## config.mk

```make
export PLATFORM = sky130hd
export DESIGN_NAME = regfile_write_arbiter
export DESIGN_NICKNAME = d
export VERILOG_FILES = /design/src/rtl/sc_pkg.sv /design/src/rtl/regfile_write_arbiter_rr_pick3.sv /design/src/rtl/regfile_write_arbiter.sv
export SDC_FILE = /design/constraint.sdc
export NUM_CORES = 1
export LEC_CHECK = 0
export CAP_MARGIN = 10
export CELL_PAD_IN_SITES_DETAIL_PLACEMENT = 0
export CELL_PAD_IN_SITES_GLOBAL_PLACEMENT = 1
export CORE_MARGIN = 2
export CORE_UTILIZATION = 33
export CTS_CLUSTER_SIZE = 16
export DETAILED_ROUTE_END_ITERATION = 6
export PLACE_DENSITY_LB_ADDON = 0.2
export REMOVE_ABC_BUFFERS = 1
export SLEW_MARGIN = 20
export SYNTH_ARGS = -nofsm -noshare
export SYNTH_HDL_FRONTEND = slang
export SYNTH_SLANG_ARGS = --single-unit
```

## constraint.sdc

```tcl
create_clock -name clk -period 3.05 [get_ports clk]
set_clock_uncertainty 0.15 [all_clocks]
set_input_delay 0.305 -clock clk [delete_from_list [all_inputs] [get_ports clk]]
set_output_delay 0.305 -clock clk [all_outputs]
set_load 0.005 [all_outputs]
```

## src/rtl/sc_pkg.sv

```systemverilog
// Shared definitions for the register-file write arbiter.
// Requester ids, arbiter state encoding and default widths.
package sc_pkg;

    localparam int DATA_W_D = 8;
    localparam int ADDR_W_D = 3;

    localparam logic [1:0] REQ_ALU  = 2'd0;
    localparam logic [1:0] REQ_LOAD = 2'd1;
    localparam logic [1:0] REQ_DBG  = 2'd2;

    typedef enum logic {
        ARB    = 1'b0,
        LOCKED = 1'b1
    } arb_state_t;

    function automatic logic [1:0] inc3(input logic [1:0] x);
        return (x >= 2'd2) ? 2'd0 : x + 2'd1;
    endfunction

endpackage

```

## src/rtl/regfile_write_arbiter_rr_pick3.sv

```systemverilog
// Combinational round-robin pick among three requesters.
// Search starts at ptr and wraps 0->1->2->0.
module rr_pick3
    import sc_pkg::*;
(
    input  logic [2:0] valid,
    input  logic [1:0] ptr,
    output logic [2:0] grant,
    output logic [1:0] winner
);

    logic [1:0] idx;
    logic       found;

    always_comb begin
        grant  = '0;
        winner = ptr;
        found  = 1'b0;
        idx    = ptr;
        for (int k = 0; k < 3; k++) begin
            if (!found && valid[idx]) begin
                found      = 1'b1;
                winner     = idx;
                grant[idx] = 1'b1;
            end
            idx = inc3(idx);
        end
    end

endmodule

```

## src/rtl/regfile_write_arbiter.sv

```systemverilog
// Round-robin arbiter with bounded lock for the single
// register-file write port; registered write outputs.
module regfile_write_arbiter
    import sc_pkg::*;
#(
    parameter int DATA_W    = DATA_W_D,
    parameter int ADDR_W    = ADDR_W_D,
    parameter int MAX_BURST = 4,
    parameter int ZERO_RO   = 1
) (
    input  logic              clk,
    input  logic              clear,
    input  logic              hold,
    input  logic [2:0]        req_valid,
    input  logic [2:0]        req_lock,
    input  logic [ADDR_W-1:0] req_addr0,
    input  logic [ADDR_W-1:0] req_addr1,
    input  logic [ADDR_W-1:0] req_addr2,
    input  logic [DATA_W-1:0] req_data0,
    input  logic [DATA_W-1:0] req_data1,
    input  logic [DATA_W-1:0] req_data2,
    output logic [2:0]        req_ready,
    output logic              wr_en,
    output logic [ADDR_W-1:0] wr_addr,
    output logic [DATA_W-1:0] wr_data,
    output logic [1:0]        grant_id,
    output logic              locked
);

    localparam logic [3:0] MAX_B = 4'(MAX_BURST);

    arb_state_t  state_q, state_d;
    logic [1:0]  rr_ptr_q, rr_ptr_d;
    logic [1:0]  owner_q, owner_d;
    logic [3:0]  burst_q, burst_d;

    logic [2:0]        pick_grant;
    logic [1:0]        pick_win;
    logic [1:0]        win;
    logic              xfer;
    logic              drop;
    logic [ADDR_W-1:0] sel_addr;
    logic [DATA_W-1:0] sel_data;

    rr_pick3 u_pick (
        .valid  (req_valid),
        .ptr    (rr_ptr_q),
        .grant  (pick_grant),
        .winner (pick_win)
    );

    // clear gates ready so an async reset kills the handshake at once
    always_comb begin
        req_ready = '0;
        win       = pick_win;
        if (state_q == LOCKED)
            win = owner_q;
        if (clear && !hold) begin
            if (state_q == ARB)
                req_ready = pick_grant;
            else if (req_valid[owner_q])
                req_ready = 3'b001 << owner_q;
        end
    end

    assign xfer   = |req_ready;
    assign locked = (state_q == LOCKED);

    always_comb begin
        sel_addr = req_addr2;
        sel_data = req_data2;
        unique case (win)
            REQ_ALU: begin
                sel_addr = req_addr0;
                sel_data = req_data0;
            end
            REQ_LOAD: begin
                sel_addr = req_addr1;
                sel_data = req_data1;
            end
            default: begin
                sel_addr = req_addr2;
                sel_data = req_data2;
            end
        endcase
    end

    assign drop = (ZERO_RO != 0) && (sel_addr == '0);

    always_comb begin
        state_d  = state_q;
        rr_ptr_d = rr_ptr_q;
        owner_d  = owner_q;
        burst_d  = burst_q;
        if (xfer)
            rr_ptr_d = inc3(win);
        unique case (state_q)
            ARB: begin
                if (xfer && req_lock[win]) begin
                    state_d = LOCKED;
                    owner_d = win;
                    burst_d = 4'd1;
                end
            end
            LOCKED: begin
                if (!hold) begin
                    if (!req_valid[owner_q]) begin
                        state_d = ARB;
                    end else begin
                        burst_d = burst_q + 4'd1;
                        if (!req_lock[owner_q] || burst_d == MAX_B)
                            state_d = ARB;
                    end
                end
            end
        endcase
    end

    always_ff @(posedge clk or negedge clear) begin
        if (!clear) begin
            state_q  <= ARB;
            rr_ptr_q <= '0;
            owner_q  <= '0;
            burst_q  <= '0;
            wr_en    <= 1'b0;
            wr_addr  <= '0;
            wr_data  <= '0;
            grant_id <= '0;
        end else begin
            state_q  <= state_d;
            rr_ptr_q <= rr_ptr_d;
            owner_q  <= owner_d;
            burst_q  <= burst_d;
            wr_en    <= xfer && !drop;
            if (xfer && !drop) begin
                wr_addr  <= sel_addr;
                wr_data  <= sel_data;
                grant_id <= win;
            end
        end
    end

endmodule

```

# ---- After elaboration in Yosys (flattened, before gate mapping)
# Index checks and enable logic that the tools add are counted.
dict set report op_classes {
  div 0
  multipliers 0
  order_cmp 11
  bitwise_logic 3
  addsub 4
  muxes 43
  n_shift 1
  eq_ne 5
  reduce_logical 19
}
# operator count
set ops {}
lappend ops {{3-bit two-way mux} 6}
lappend ops {{8-bit case mux with 2 select lines} 1}
lappend ops {{2-bit by 3-bit < comparator with 1-bit output, second input constant} 5}
lappend ops {{1-bit two-way mux} 15}
lappend ops {{1-bit binary-select mux with 2-bit select} 6}
lappend ops {{2-bit two-way mux} 6}
lappend ops {{4-bit two-way mux} 3}
lappend ops {{1-bit logical AND} 8}
lappend ops {{4-bit case mux with 2 select lines} 1}
lappend ops {{2-bit by 1-bit adder with 2-bit output, second input constant} 3}
lappend ops {{1-bit demux with 2-bit select} 3}
lappend ops {{2-bit by 1-bit greater-or-equal comparator with 1-bit output, second input constant} 3}
lappend ops {{2-bit greater-or-equal comparator, second input constant} 3}
lappend ops {{3-bit OR} 2}
lappend ops {{3-bit case mux with 2 select lines} 1}
lappend ops {{1-bit logical NOT} 5}
lappend ops {{4-bit by 1-bit adder with 4-bit output, second input constant} 1}
lappend ops {{4-bit by 3-bit equality test with 1-bit output, second input constant} 1}
lappend ops {{2-bit by 1-bit != test with 1-bit output, second input constant} 2}
lappend ops {{3-bit logical NOT} 1}
lappend ops {{3-bit AND reduction} 1}
lappend ops {{3-bit OR reduction} 1}
lappend ops {{1-bit by 2-bit << shifter with 3-bit output, first input constant} 1}
lappend ops {{2-bit by 1-bit equality test with 1-bit output, second input constant} 1}
lappend ops {{6 further kinds} 6}
dict set report totals {
  memories 0
  latch_bits 0
  ramBits 0
  wordCells 94
  in_bits 42
  ff_bits 23
  mem_bits_ro 0
  output_inout_bits 18
}

# ---- Longest topological paths before layout
# Gate-level depths: netlist (run 1).
dict set report depth {
  ltp_word 16
  depth_mapped 9
  depth_no_buf 7
}

# ---- By module
# From an unflattened synthesis (run 1), not the netlist that was laid out.
dict set report hier_totals {
  cells_unflattened 178
  area_unflattened_um2 1612.8
}
# mod area_per_inst_um2 seq_area_each_um2 cells_each n_inst
set modules_own_cells {}
lappend modules_own_cells {regfile_write_arbiter 1495.2 575.6 157 1}
lappend modules_own_cells {rr_pick3 117.6 0.0 21 1}

# ---- Worst setup path before layout (run 1)
# Ideal clock, no wire load.
dict set report synth_path {
  path_kind {register to register}
  start {register owner_q[1]}
  end {register grant_id[0]}
  synth_period_minus_slack_ns 2.272
  path_slack_ns 0.778
  required_time_ns 2.772
  arrival_ns 1.994
  stages_incl_launch_ff 10
  path_buffers 3
  setup_time_ns 0.128
  cell_sequence {dfrtp_1 > buf_4 > mux2i_1 > o22ai_2 > and2_4 > o31a_1 > buf_4 > o211ai_2 > buf_4 > mux2_1}
}
dict set report synth_via {
  elab_chain_len 7
  word_cells_on_any_way 14
  cone_classes {eq/ne: 1; shift: 1; mux: 7; reduce/logical: 5}
}
# item line_no
set synth_rtl {}
lappend synth_rtl {{from (decl)} regfile_write_arbiter.sv:34} ;# logic [1:0] owner_q, owner_d;
lappend synth_rtl {{from (signal assigned)} regfile_write_arbiter.sv:132} ;# owner_q <= owner_d;
lappend synth_rtl {{1-bit binary-select mux with 2-bit select} regfile_write_arbiter.sv:61} ;# else if (req_valid[owner_q])
lappend synth_rtl {{1-bit two-way mux (implied by the code)} regfile_write_arbiter.sv:61}
lappend synth_rtl {{3-bit two-way mux} regfile_write_arbiter.sv:61}
lappend synth_rtl {{3-bit two-way mux} regfile_write_arbiter.sv:59} ;# if (state_q == ARB)
lappend synth_rtl {{3-bit two-way mux} regfile_write_arbiter.sv:58} ;# if (clear && !hold) begin
lappend synth_rtl {{3-bit OR reduction} regfile_write_arbiter.sv:66} ;# assign xfer = |req_ready;
lappend synth_rtl {{1-bit logical AND (*)} regfile_write_arbiter.sv:135} ;# if (xfer && !drop) begin
lappend synth_rtl {{to (signal assigned)} regfile_write_arbiter.sv:138} ;# grant_id <= win;
lappend synth_rtl {{to (decl)} regfile_write_arbiter.sv:26} ;# output logic [1:0] grant_id,
# Every way passes the cells marked *; elsewhere a longest branch is shown, timed or not. The select of a mux whose other input is x is not followed.
# A chain may end at the register's enable or synchronous reset.

# ---- Worst setup path after layout (run 1)
dict set report layout_path {
  start {register rr_ptr_q[1]}
  end {register grant_id[1]}
}
dict set report layout_via {
  elab_chain_len 15
  word_cells_on_any_way 50
  cone_classes {add/sub: 2; order compare: 8; eq/ne: 1; mux: 25; bitwise: 2; reduce/logical: 12}
}
# item line_no
set layout_rtl {}
lappend layout_rtl {{from (decl)} regfile_write_arbiter.sv:33} ;# logic [1:0] rr_ptr_q, rr_ptr_d;
lappend layout_rtl {{from (signal assigned)} regfile_write_arbiter.sv:131} ;# rr_ptr_q <= rr_ptr_d;
lappend layout_rtl {{parallel branches: the longest is 15 deep, another holds 2-bit by 3-bit < comparator with 1-bit output} n/a}
# Parallel ways; which one is timed is not known. The select of a mux whose other input is x is not followed.

==> flow_summary.toml, run 1 <==
[worst_setup_path]
timing.rr.start = "rr_ptr_q[1]"
ff2ff_setup_slack_ps = 400
crit_required_ps = 3050
slowest_stage = "dfrtp_1"
cp_max_fo = 11
reg2regPathDepth = 7
r2r-end = "grant_id[1]"
cp-end-kind = "flop"
worstPathCellList = "nor2b_2 -> o21ai_1 -> a21oi_4 -> mux2i_1 -> nand2_1 -> o211ai_2 -> mux2_2"
crit_arrival_ps = 2650
max_stage_delay_ps = 510
critPathKind = "flop to flop"
start_kind = "flop"

[die]
initial_core_util_pct = 34.88
boundaryPins = 60
rows = 25
coreArea_um2 = 4786
die_y_um = 75.12
die-area_um2 = 5643
die_x_um = 75.12

[route]
drtIter0Drc = 62
via_count = 1507
routed_wl_mm = 4.162
drc = 0
wire_per_inst_um = 13.60
first_pass_iters = 4
routed_via_density = 4.925
drtAntennaViolNets = 0

[synth]
synth.top_cell.area_share_pct = 34.48
synthesis.instances = 179
ys_types = 45
synth_most_common_cell = "nand2_1"
avgSynthCellArea_um2 = 9.325
synth_area_leaders = "dfrtp_1, mux2i_1, mux2_1"
synth-edff-count = 0
async_flop_share_pct = 100.0
yosysTopAreaCell = "dfrtp_1"
synth_common_cells = "nand2_1, dfrtp_1, o21ai_0"
yosysWarningCount = 0
synth-seq-cells = 23
synthFlopType = "dfrtp_1"
ys_seq_area_share_pct = 34.48
synth_area_um2 = 1669

[cts]
cts.sinks = 23
cts_hold_buf = 0
numCtsBuffers = 3
insertion_delay_ps = 270
htree_levels = 1
clkTransAtPathRegs_ps = 90
clock_path_buffers = 2
root_buffer = "clkbuf_8"
cts_tree = "yes"
cts_resized = 0
cts_setup_buffers = 0

[placement]
io_buffers = 59
dp_hpwl_mm = 3.279
gp_congestion = 0.8311
placed_cells = 302

[timing]
rsz0062_at_grt = "false"
maxSlewViolCount = 0
setup_tns_ps = 0
relSlewSlack_pct = 60.47
hold_viol = 0
fin_crit_sh_pct = 86.76
tightest_slew_ps = 591.2
setup_viol_count_final = 0
period_needed_ps = 2646
max_clock_freq_mhz = 377.9

[power_and_ir_drop]
p_leak_nw = 0.9816
power_density_nw_per_um2 = 779.3
vdd_ir_drop_max_uv = 289.4

[global_route]
grt_max_degree = 24
grt_pass1_wl_mm = 6.996
grt_pass1_vias = 1490
grt_util_all_layers_pct = 16.01
grt-ovfl-total = 0
antenna_found_initial = 0

[final_layout]
nNetsFinal = 284
area_growth_pct = 42.35
drive_gt1_share_pct = 10.04
layout.cells.non_filler = 306
antennaDiodeCount = 0

[job]
cap_violations = 0

[run_status]
outcome = "completed"

[hold_path]
min_path_type = "primary input to asynchronous set/reset pin"
[metrics by stage]
stage	hold WS (ps)	power, mW	util (%)	setup slack, ps	area (um^2)
after floorplan	-140.6	1.205	-	532.9	1603
after global placement	322.9	1.675	48.68	111.9	2330
after detailed placement	333.9	1.677	48.68	108.8	2330
after CTS	309.6	1.880	49.65	383.3	2376
after global routing	330.1	2.018	49.65	109.1	2376
final	290.3	1.852	49.65	404.0	2376
[registers in the layout, indices dropped and copies added (netlist names)]
| name | cells |
|---|---|
| locked | 1 |
| wr_data | 8 |
| grant_id | 2 |
| wr_en | 1 |
| burst_q | 4 |
| owner_q | 2 |
| rr_ptr_q | 2 |
| wr_addr | 3 |
[kinds of logic after synthesis]
group | synth area share, %
AO/OA/AOI/OAI | 20.09
XOR/XNOR | 0.5248
adder cells (fa/ha/maj) | 1.499
buffers and inverters | 5.098
flip-flops | 34.48
multiplexers | 17.17
AND/OR/NAND/NOR | 21.14
[how the worst max path moves through the flow]
stage | startpoint | end | cells after the start
after floorplan | rr_ptr_q[1] | grant_id[1] | 7
after global placement | req_valid[0] | grant_id[1] | 8
after detailed placement | req_valid[0] | grant_id[1] | 8
after global routing | req_valid[0] | grant_id[1] | 8
after CTS | req_valid[0] | grant_id[1] | 8
final | rr_ptr_q[1] | grant_id[1] | 7
[power by group]
part | total, mW | internal, mW | switching, mW
sequential | 0.585 | 0.442 | 0.144
clock | 0.195 | 0.0912 | 0.104
combinational | 1.07 | 0.582 | 0.490
[per-layer routing]
| layer | vias to the layer above | share of wire, % | track usage, % |
|---|---|---|---|
| met5 | - | 0 | 0 |
| met4 | 0 | 0.55 | 2.976 |
| met3 | 2 | 7.9 | 5.355 |
| met2 | 44 | 45 | 25.44 |
| met1 | 705 | 46 | 21.43 |
| li1 | 756 | - | - |
[final cells by class]
cell class / count / area [um^2]
Fill cell: 469 / 2410
Multi-Input combinational cell: 141 / 1008
Timing Repair Buffer: 66 / 643.1
Sequential cell: 23 / 575.6
Tap cell: 67 / 83.83
Clock buffer: 3 / 41.29
Inverter: 5 / 18.77
Clock inverter: 1 / 5.005
[worst max-delay path: cells and delay by family, from the launching register on]
family,cells,cell delay (ps)
multiplexers,2,640
AND/OR/NAND/NOR,2,300
AO/OA/AOI/OAI,3,930
flip-flops,1,510
[cells in the final DEF, fill, tap and decap left out, drive strengths merged, types with 7 or more instances in the layout]
cell type | synthesis | final
clkdlybuf4s50 | 0 | 59
nand2 | 25 | 25
dfrtp | 23 | 23
o21ai | 22 | 22
mux2i | 14 | 14
mux2 | 13 | 13
nor2 | 8 | 8
nand3 | 8 | 8
buf | 8 | 7
No activity file was read; power rests on OpenSTA's default activity.
==> inputs of run 2 (changes only) <==
- CTS_CLUSTER_DIAMETER: not set -> 200
- SLEW_MARGIN: 20 -> not set
==> results of run 2 <==
The final DEF is identical to that of run 1; final timing and power are the same.
